<file path="config.mk">
export PLATFORM = sky130hd
export DESIGN_NAME = gb_stream_aligner
export DESIGN_NICKNAME = d
export VERILOG_FILES = /design/src/rtl/gb_pkg.sv /design/src/rtl/gb_sync_fifo.sv /design/src/rtl/gb_stream_aligner.sv
export SDC_FILE = /design/constraint.sdc
export NUM_CORES = 1
export LEC_CHECK = 0
export CAP_MARGIN = 25
export CORE_MARGIN = 1
export CORE_UTILIZATION = 45
export CTS_BUF_LIST = sky130_fd_sc_hd__clkbuf_8
export DETAILED_ROUTE_END_ITERATION = 7
export GPL_TIMING_DRIVEN = 0
export PLACE_DENSITY = 0.74
export SLEW_MARGIN = 15
export SYNTH_ARGS = -nofsm -noshare
export SYNTH_HDL_FRONTEND = slang
export SYNTH_SLANG_ARGS = --single-unit
</file>
<file path="constraint.sdc">
create_clock -name clk -period 4.3 [get_ports clk]
set_input_delay 0.645 -clock clk [delete_from_list [all_inputs] [get_ports clk]]
set_output_delay 0.645 -clock clk [all_outputs]
set_load 0.005 [all_outputs]
</file>
<file path="src/rtl/gb_pkg.sv">
// Shared defaults and helpers for the gray-balance stream aligner.
// Optional level monitor in gb_stream_aligner: GB_STREAM_ALIGNER_LEVEL_EN.
package gb_pkg;

    localparam int GB_DATA_WIDTH = 16;
    localparam int GB_RES_WIDTH  = 16;
    localparam int GB_DEPTH      = 8;

    function automatic int clog2(input int v);
        int r;
        r = 0;
        while ((1 << r) < v) r++;
        return r;
    endfunction

endpackage

</file>
<file path="src/rtl/gb_sync_fifo.sv">
// Circular side-band store: RAM, wrapping pointers, count and full/empty.
// Callers pass already-qualified push/pop strobes; clr wins over both.
module gb_sync_fifo
    import gb_pkg::*;
#(
    parameter int DW    = GB_DATA_WIDTH,
    parameter int DEPTH = GB_DEPTH,
    parameter int AW    = clog2(DEPTH)
) (
    input  logic          clk,
    input  logic          rst_n,
    input  logic          clr,
    input  logic          push,
    input  logic          pop,
    input  logic [DW-1:0] wr_data,
    output logic [DW-1:0] rd_data,
    output logic          full,
    output logic          empty,
    output logic [AW:0]   count
);

    localparam logic [AW:0] FULL_CNT = (AW+1)'(DEPTH);
    localparam logic [AW:0] ONE      = (AW+1)'(1);
    localparam logic [AW-1:0] STEP   = AW'(1);

    logic [DW-1:0] mem_q [DEPTH];
    logic [AW-1:0] wr_ptr_q, wr_ptr_d;
    logic [AW-1:0] rd_ptr_q, rd_ptr_d;
    logic [AW:0]   count_q, count_d;

    assign rd_data = mem_q[rd_ptr_q];
    assign full    = (count_q == FULL_CNT);
    assign empty   = (count_q == '0);
    assign count   = count_q;

    always_comb begin
        wr_ptr_d = wr_ptr_q;
        rd_ptr_d = rd_ptr_q;
        count_d  = count_q;
        if (clr) begin
            wr_ptr_d = '0;
            rd_ptr_d = '0;
            count_d  = '0;
        end else begin
            if (push) wr_ptr_d = wr_ptr_q + STEP;
            if (pop)  rd_ptr_d = rd_ptr_q + STEP;
            unique case ({push, pop})
                2'b10:   count_d = count_q + ONE;
                2'b01:   count_d = count_q - ONE;
                default: count_d = count_q;
            endcase
        end
    end

    // Head is read combinationally before a same-cycle overwrite at full.
    always_ff @(posedge clk) begin
        if (push && !clr) mem_q[wr_ptr_q] <= wr_data;
    end

    always_ff @(posedge clk or negedge rst_n) begin
        if (!rst_n) begin
            wr_ptr_q <= '0;
            rd_ptr_q <= '0;
            count_q  <= '0;
        end else begin
            wr_ptr_q <= wr_ptr_d;
            rd_ptr_q <= rd_ptr_d;
            count_q  <= count_d;
        end
    end

endmodule

</file>
<file path="src/rtl/gb_stream_aligner.sv">
// Pairs side-band data stored at pipe entry with late compute results.
// Define GB_STREAM_ALIGNER_LEVEL_EN to add level/max_level outputs.
module gb_stream_aligner
    import gb_pkg::*;
#(
    parameter int DATA_WIDTH = GB_DATA_WIDTH,
    parameter int RES_WIDTH  = GB_RES_WIDTH,
    parameter int DEPTH      = GB_DEPTH,
    parameter int ADDR_WIDTH = clog2(DEPTH)
) (
    input  logic                  clk,
    input  logic                  rst_n,
    input  logic                  clr,
    input  logic                  in_valid,
    input  logic [DATA_WIDTH-1:0] in_data,
    output logic                  in_ready,
    input  logic                  res_valid,
    input  logic [RES_WIDTH-1:0]  res_data,
    output logic                  out_valid,
    output logic [DATA_WIDTH-1:0] out_data,
    output logic [RES_WIDTH-1:0]  out_res,
    output logic                  err_over,
    output logic                  err_under
`ifdef GB_STREAM_ALIGNER_LEVEL_EN
    ,
    output logic [ADDR_WIDTH:0]   level,
    output logic [ADDR_WIDTH:0]   max_level
`endif
);

    localparam logic [ADDR_WIDTH:0] FULL_CNT = (ADDR_WIDTH+1)'(DEPTH);

    logic                  full, empty;
    logic                  push, pop;
    logic [DATA_WIDTH-1:0] head;
    logic [ADDR_WIDTH:0]   count;

    logic                  out_valid_q;
    logic [DATA_WIDTH-1:0] out_data_q;
    logic [RES_WIDTH-1:0]  out_res_q;
    logic                  err_over_q, err_under_q;

    // A pop frees the head slot, so a push at full is still accepted.
    assign pop      = res_valid && !empty;
    assign push     = in_valid && (!full || pop);
    assign in_ready = (count != FULL_CNT);

    gb_sync_fifo #(
        .DW    (DATA_WIDTH),
        .DEPTH (DEPTH),
        .AW    (ADDR_WIDTH)
    ) u_fifo (
        .clk     (clk),
        .rst_n   (rst_n),
        .clr     (clr),
        .push    (push),
        .pop     (pop),
        .wr_data (in_data),
        .rd_data (head),
        .full    (full),
        .empty   (empty),
        .count   (count)
    );

    always_ff @(posedge clk or negedge rst_n) begin
        if (!rst_n) begin
            out_valid_q <= 1'b0;
            out_data_q  <= '0;
            out_res_q   <= '0;
            err_over_q  <= 1'b0;
            err_under_q <= 1'b0;
        end else if (clr) begin
            out_valid_q <= 1'b0;
            err_over_q  <= 1'b0;
            err_under_q <= 1'b0;
        end else begin
            out_valid_q <= pop;
            if (pop) begin
                out_data_q <= head;
                out_res_q  <= res_data;
            end
            if (in_valid && full && !pop) err_over_q  <= 1'b1;
            if (res_valid && empty)       err_under_q <= 1'b1;
        end
    end

    assign out_valid = out_valid_q;
    assign out_data  = out_data_q;
    assign out_res   = out_res_q;
    assign err_over  = err_over_q;
    assign err_under = err_under_q;

`ifdef GB_STREAM_ALIGNER_LEVEL_EN
    localparam logic [ADDR_WIDTH:0] ONE = (ADDR_WIDTH+1)'(1);

    logic [ADDR_WIDTH:0] level_d, level_q, max_q;

    always_comb begin
        level_d = count;
        unique case ({push, pop})
            2'b10:   level_d = count + ONE;
            2'b01:   level_d = count - ONE;
            default: level_d = count;
        endcase
        if (clr) level_d = '0;
    end

    always_ff @(posedge clk or negedge rst_n) begin
        if (!rst_n) begin
            level_q <= '0;
            max_q   <= '0;
        end else begin
            level_q <= level_d;
            if (clr)                  max_q <= '0;
            else if (level_d > max_q) max_q <= level_d;
        end
    end

    assign level     = level_q;
    assign max_level = max_q;
`endif

endmodule

</file>
== After elaboration in Yosys (flattened, before gate mapping) ==
Memories as Yosys holds them, arrays and structs flattened. A register that Yosys moved wholly into a read port is not among the register bits.
Cells that the tools add are included.
Word-level totals
  bits in registers: 29
  bits in writable memories: 128
  bits of input ports: 37
  output and inout bits: 36
  word-level logic and storage cells: 49
  memories kept: 1
Cells by class
  add/subtract/negate cells: 4
  equal/unequal tests: 4
  muxes and demuxes: 13
  bitwise gates (word level): 1
  reductions and logical operators: 19
Memory list
  u_fifo.mem_q: words 8, bits a word 16, rd ports 1, clocked after Yosys merged registers in 1, wr ports 1, line gb_sync_fifo.sv:26  | logic [DW-1:0] mem_q [DEPTH];
Operators by type and width (number)
  $mux 3: 4
  $pmux 4 s2: 1
  $reduce_bool 2->1: 4
  $mux 1: 7
  $add 3x1->3 const B: 2
  $logic_and 1x1->1: 6
  $logic_not 1->1: 5
  $add 4x1->4 const B: 1
  $eq 4x4->1 const B: 1
  $logic_not 4->1: 1
  $mux 4: 1
  $ne 4x4->1 const B: 1
  $sub 4x1->4 const B: 1
  $reduce_bool 3->1: 1
  $eq 2x1->1 const B: 1
  $eq 2x2->1 const B: 1
  $reduce_and 2->1: 1
  $logic_or 1x1->1: 1
  $not 1->1: 1

== Logic depth before layout (Yosys ltp) ==
  depth after elaboration: 8
  gate-level depth with buffers: 8
  mapped depth without buffers: 7

== Cells and area by module ==
From an unflattened synthesis, not the netlist that was laid out.
Second synthesis, totals
  cell total of the unflattened synthesis: 342
  area, all modules: 7058.0 um2
Modules (own cells, without submodules)
  gb_sync_fifo: instances 1, cells each 263, area an instance 5579.1 um2, sequential area each 4093.9 um2
  gb_stream_aligner: instances 1, cells each 79, area an instance 1478.9 um2, sequential area each 875.8 um2

== Worst setup path after synthesis ==
OpenSTA, ideal clock, no wires.
  path kind: input-to-reg
  start point: in in_valid
  end point: mem u_fifo.mem_q[0][0] in the netlist's numbering, enable pin
  arrival: 2.857 ns
  data required time: 3.864 ns
  path slack: 1.007 ns
  stages on the path: 3
  path buffers: 1
  cells stage by stage: clkbuf_1 -> o21ai_4 -> nor4b_1
On the way
  longest elaborated chain between the ends: 4
RTL lines
  start, declared: line gb_stream_aligner.sv:14  | input logic in_valid,
  $logic_and 1x1->1: line gb_stream_aligner.sv:45  | assign push = in_valid && (!full || pop);
  $logic_and 1x1->1: line gb_sync_fifo.sv:57  | if (push && !clr) mem_q[wr_ptr_q] <= wr_data;
  $mux 1: line gb_sync_fifo.sv:57
  $mux 1 (implied by the code): line gb_sync_fifo.sv:57
  end, declared: line gb_sync_fifo.sv:26
Every way passes these cells.

== Final worst setup path ==
  start point: reg u_fifo.count_q[0], in the netlist u_fifo.count[0]
  end point: out in_ready
On the way
  longest elaborated chain between the ends: 1
RTL lines
  start, declared: line gb_sync_fifo.sv:29  | logic [AW:0] count_q, count_d;
  start signal, assigned: line gb_sync_fifo.sv:68  | count_q <= count_d;
  $ne 4x4->1: line gb_stream_aligner.sv:46  | assign in_ready = (count != FULL_CNT);
  end, declared: line gb_stream_aligner.sv:16  | output logic in_ready,
Every way passes these cells.

==> parameters.txt <==
Parameter                              Value

Timing
  Max transition margin ... 47.8%
  Final critical-path share of the clock period ... 64.7%
  Final hold vios ... 0
  Post-Route Setup TNS ... 0 ns
  Final number of setup-violating endpoints ... 0
  Max Transition Viols Final ... 0
  Highest achievable clock rate ... ~360 MHz
  Least-Margin Pin Slew ... 0.782 ns
  Unrepaired setup endpoints after global routing ... no
  Post-route minimum period ... 2.78 ns
  Worst hold slack after final layout ... between 0.15 and 0.2 ns
  Final Skew ... 0.0136 ns

Yosys
  Average instance area after synthesis ... 18.9 um2
  Most frequent cells after synthesis ... sky130_fd_sc_hd__edfxtp_1 (128), sky130_fd_sc_hd__dfrtp_1 (45), sky130_fd_sc_hd__nor2_1 (37)
  FF+latch count, synth ... 173
  Area share of the largest cell type after synthesis ... 56.8%
  EDFF count, synth ... 128
  Top cells by area in the synthesized netlist ... sky130_fd_sc_hd__edfxtp_1 (57%), sky130_fd_sc_hd__dfrtp_1 (17%), sky130_fd_sc_hd__mux4_2 (11%), sky130_fd_sc_hd__mux2i_1 (2.8%), sky130_fd_sc_hd__mux2_2 (2.7%)
  Cell with the most instances after synthesis ... sky130_fd_sc_hd__edfxtp_1
  Most used flip-flop cell after synthesis ... sky130_fd_sc_hd__edfxtp_1
  Post-synth ARST share ... 26.0%
  Sequential-to-total area share from yosys stat ... 73.5%
  Netlist cell types ... 36
  Mapped Cells ... 358
  Most area-hungry cell type in the Yosys netlist ... sky130_fd_sc_hd__edfxtp_1
  Syn Nets ... between 300 and 400
  Synthesis Warnings ... 0
  Mapped cell area ... 0.00676 mm2

Placed design
  Total of buffers placed on input and output ports ... 70
  Final RePlAce weighted congestion ... 0.745
  Post-detailed-placement half-perimeter wirelength ... roughly 9 mm

Run status
  Status ... complete, no violations

Worst setup path
  Crit-path slowest cell ... sky130_fd_sc_hd__or4b_1
  Sort of element at the start of the critical path ... register
  Critical Path Start ... u_fifo.count[0]$_DFFE_PN0P_
  Crit path arrival time ... about 2.1 ns
  Reg2Reg Depth ... 7
  Termination of the worst setup path ... in_ready
  Required time of the worst setup path ... about 3.7 ns
  Reg2Reg Launch Point ... u_fifo.count[3]$_DFFE_PN0P_
  Count of cell instances traversed by the critical path ... 4
  Delay contributed by the slowest stage of the critical path ... around 0.48 ns
  Critical-path maximum fanout ... 7
  Worst path cell trace ... clkbuf_2 > or4b_1 > buf_2 > clkdlybuf4s50_1
  Type of the setup path with the least slack ... register to output pin
  Capturing point of the worst reg2reg path ... u_fifo.count[3]$_DFFE_PN0P_
  Family with the most delay on the worst path ... buffers and inverters
  Setup slack of the most critical reg-to-reg path ... 1.76 ns
  Buf/Inv on CP ... 3
  Kind of end point of the critical path ... output pin

Routing
  Routed wire length ... 13.4 mm
  Number of iterations in the first detailed-routing pass ... 4
  Count of nets left with antenna violations after detail routing ... 0
  Number of vias in the routed layout ... roughly 3600
  Avg WL per Cell ... 20.3 um
  Vias per std cell ... 5.40
  DRC viols ... 0
  DR iter-0 viols ... around 180

Cells and area
  Net count of the finished layout ... 503
  Number of fill cells ... 1108
  Layout-stage area growth over the synthesis result ... 21.9%
  Share of layout cells above drive strength 1 ... about 25%
  Ant diodes ... 0

Floorplan
  Initial core utilization ... a little under half
  Placeable core area ... 0.0146 mm2
  Die Footprint ... 0.0155 mm2
  Num rows ... 44
  Width of the die ... 125 um
  Top Ports ... 73
  Die Ht ... 125 um

Global routing
  Pin count of the biggest net entering global routing ... 26
  Global-route track usage on met3 ... 4.73%
  Met2 usage ... 30.5%
  Global-route wire length before repair ... 20.9 mm
  Overflow after GRT ... 0
  Met1 Track Usage GR ... 23.6%
  Initial antenna violation count ... 0
  Overall fraction of global-route tracks in use ... 18.4%
  Number of global-route vias before repair ... 3817
  Layer carrying the most global-route usage ... met2

Clock network
  Source-to-sink clock delay at the later pin of the worst-skew pair ... approximately 0.45 ns
  H-tree depth ... 4
  # hold bufs at CTS ... 0
  Buffer count from post-CTS setup fixing ... 0
  # clock sinks ... around 170
  Clock Tree Buf Depth ... 2
  Resized cells post-CTS ... 0
  Clock tree from TritonCTS ... built
  Number of buffers created by CTS ... 17
  Clock transition at the register clock pins on the worst setup and hold paths after CTS ... 0.09 ns
  Clock tree root driver cell ... sky130_fd_sc_hd__clkbuf_8

Flow run
  Max-cap viol count ... 0

Pwr
  Reported leakage power ... 2.82 nW
  Areal power density over the cells ... approximately 520 mW/mm2
  Worst VDD drop ... 0.356 mV

Hold path
  Kind of path behind the tightest hold check ... input pin to async pin
flip-flops by register name, summed over array words and instances, names as in the netlist:
name             flops
err_over             1
err_under            1
out_data            16
out_res             16
out_valid            1
u_fifo.count         4
u_fifo.mem_q       128
u_fifo.rd_ptr_q      3
u_fifo.wr_ptr_q      3
stage by stage:
| step | std cells | total power [mW] | area, um2 | utilization (%) | setup slack [ns] |
|---|---|---|---|---|---|
| 6_report | 659 | 4.26 | 8250 | 56.5 | 1.52 |
| 5_1_grt | 659 | 4.48 | 8250 | 56.5 | 1.43 |
| 4_1_cts | 659 | 4.31 | 8250 | 56.5 | 1.49 |
| 3_5_place_dp | 627 | 3.25 | 7880 | 54.0 | 1.13 |
| 3_3_place_gp | 612 | 3.19 | 7690 | 52.7 | -1.21 |
| 2_1_floorplan | 358 | 2.70 | 6760 | - | 1.01 |
cell type report:
cell class / count / area [um2] / share of cell area, %
Tap cell: 184 / 230 / 2.79
Sequential cell: 173 / 4970 / 60.3
Timing Repair Buffer: 85 / 848 / 10.3
Clock buffer: 17 / 234 / 2.84
Clock inverter: 15 / 136 / 1.65
Inverter: 2 / 7.51 / 0.0910
Buffer: 22 / 104 / 1.26
Multi-Input combinational cell: 161 / 1720 / 20.8
per-layer routing:
layer / part of all wire (%) / vias to the layer above
li1: - / 1608
met1: 43 / 1836
met2: 51 / 103
met3: 4.6 / 11
met4: 1.2 / 0
met5: 0 / -
layout by cell type (no fill, tap or decap), drive strengths merged, types with 9 or more instances in the layout:
| cell type | n |
|---|---|
| edfxtp | 128 |
| clkdlybuf4s50 | 69 |
| dfrtp | 45 |
| nor2 | 38 |
| mux4 | 32 |
| buf | 28 |
| clkbuf | 27 |
| mux2i | 19 |
| a21oi | 17 |
| mux2 | 17 |
| inv | 9 |
kinds of logic after synthesis:
kind of cell	Yosys count	share of synthesized area, %
buffers and inverters	24	1.65
muxes	68	16.3
and+or+nand+nor	52	3.53
adders and majority gates	4	0.740
AOI/OAI and AO/OA	30	3.39
xor gates and xnor gates	7	0.907
DFF	173	73.5
power breakdown:
group / internal (mW) / switching (mW)
logic: 0.633 / 0.462
registers: 1.99 / 0.105
clock network: 0.466 / 0.599
worst min path at each step:
| stage | startpoint | end | slack (ns) |
|---|---|---|---|
| 3_5_place_dp | err_under$_DFFE_PN0P_ | err_under$_DFFE_PN0P_ | 0.48 |
| 5_1_grt | rst_n | u_fifo.wr_ptr_q[1]$_DFFE_PN0P_ | 0.21 |
| 3_3_place_gp | err_under$_DFFE_PN0P_ | err_under$_DFFE_PN0P_ | 0.48 |
| 6_report | rst_n | u_fifo.wr_ptr_q[1]$_DFFE_PN0P_ | 0.18 |
| 2_1_floorplan | rst_n | err_over$_DFFE_PN0P_ | 0.35 |
| 4_1_cts | rst_n | u_fifo.wr_ptr_q[1]$_DFFE_PN0P_ | 0.18 |
Power figures use the tool's default switching activity.
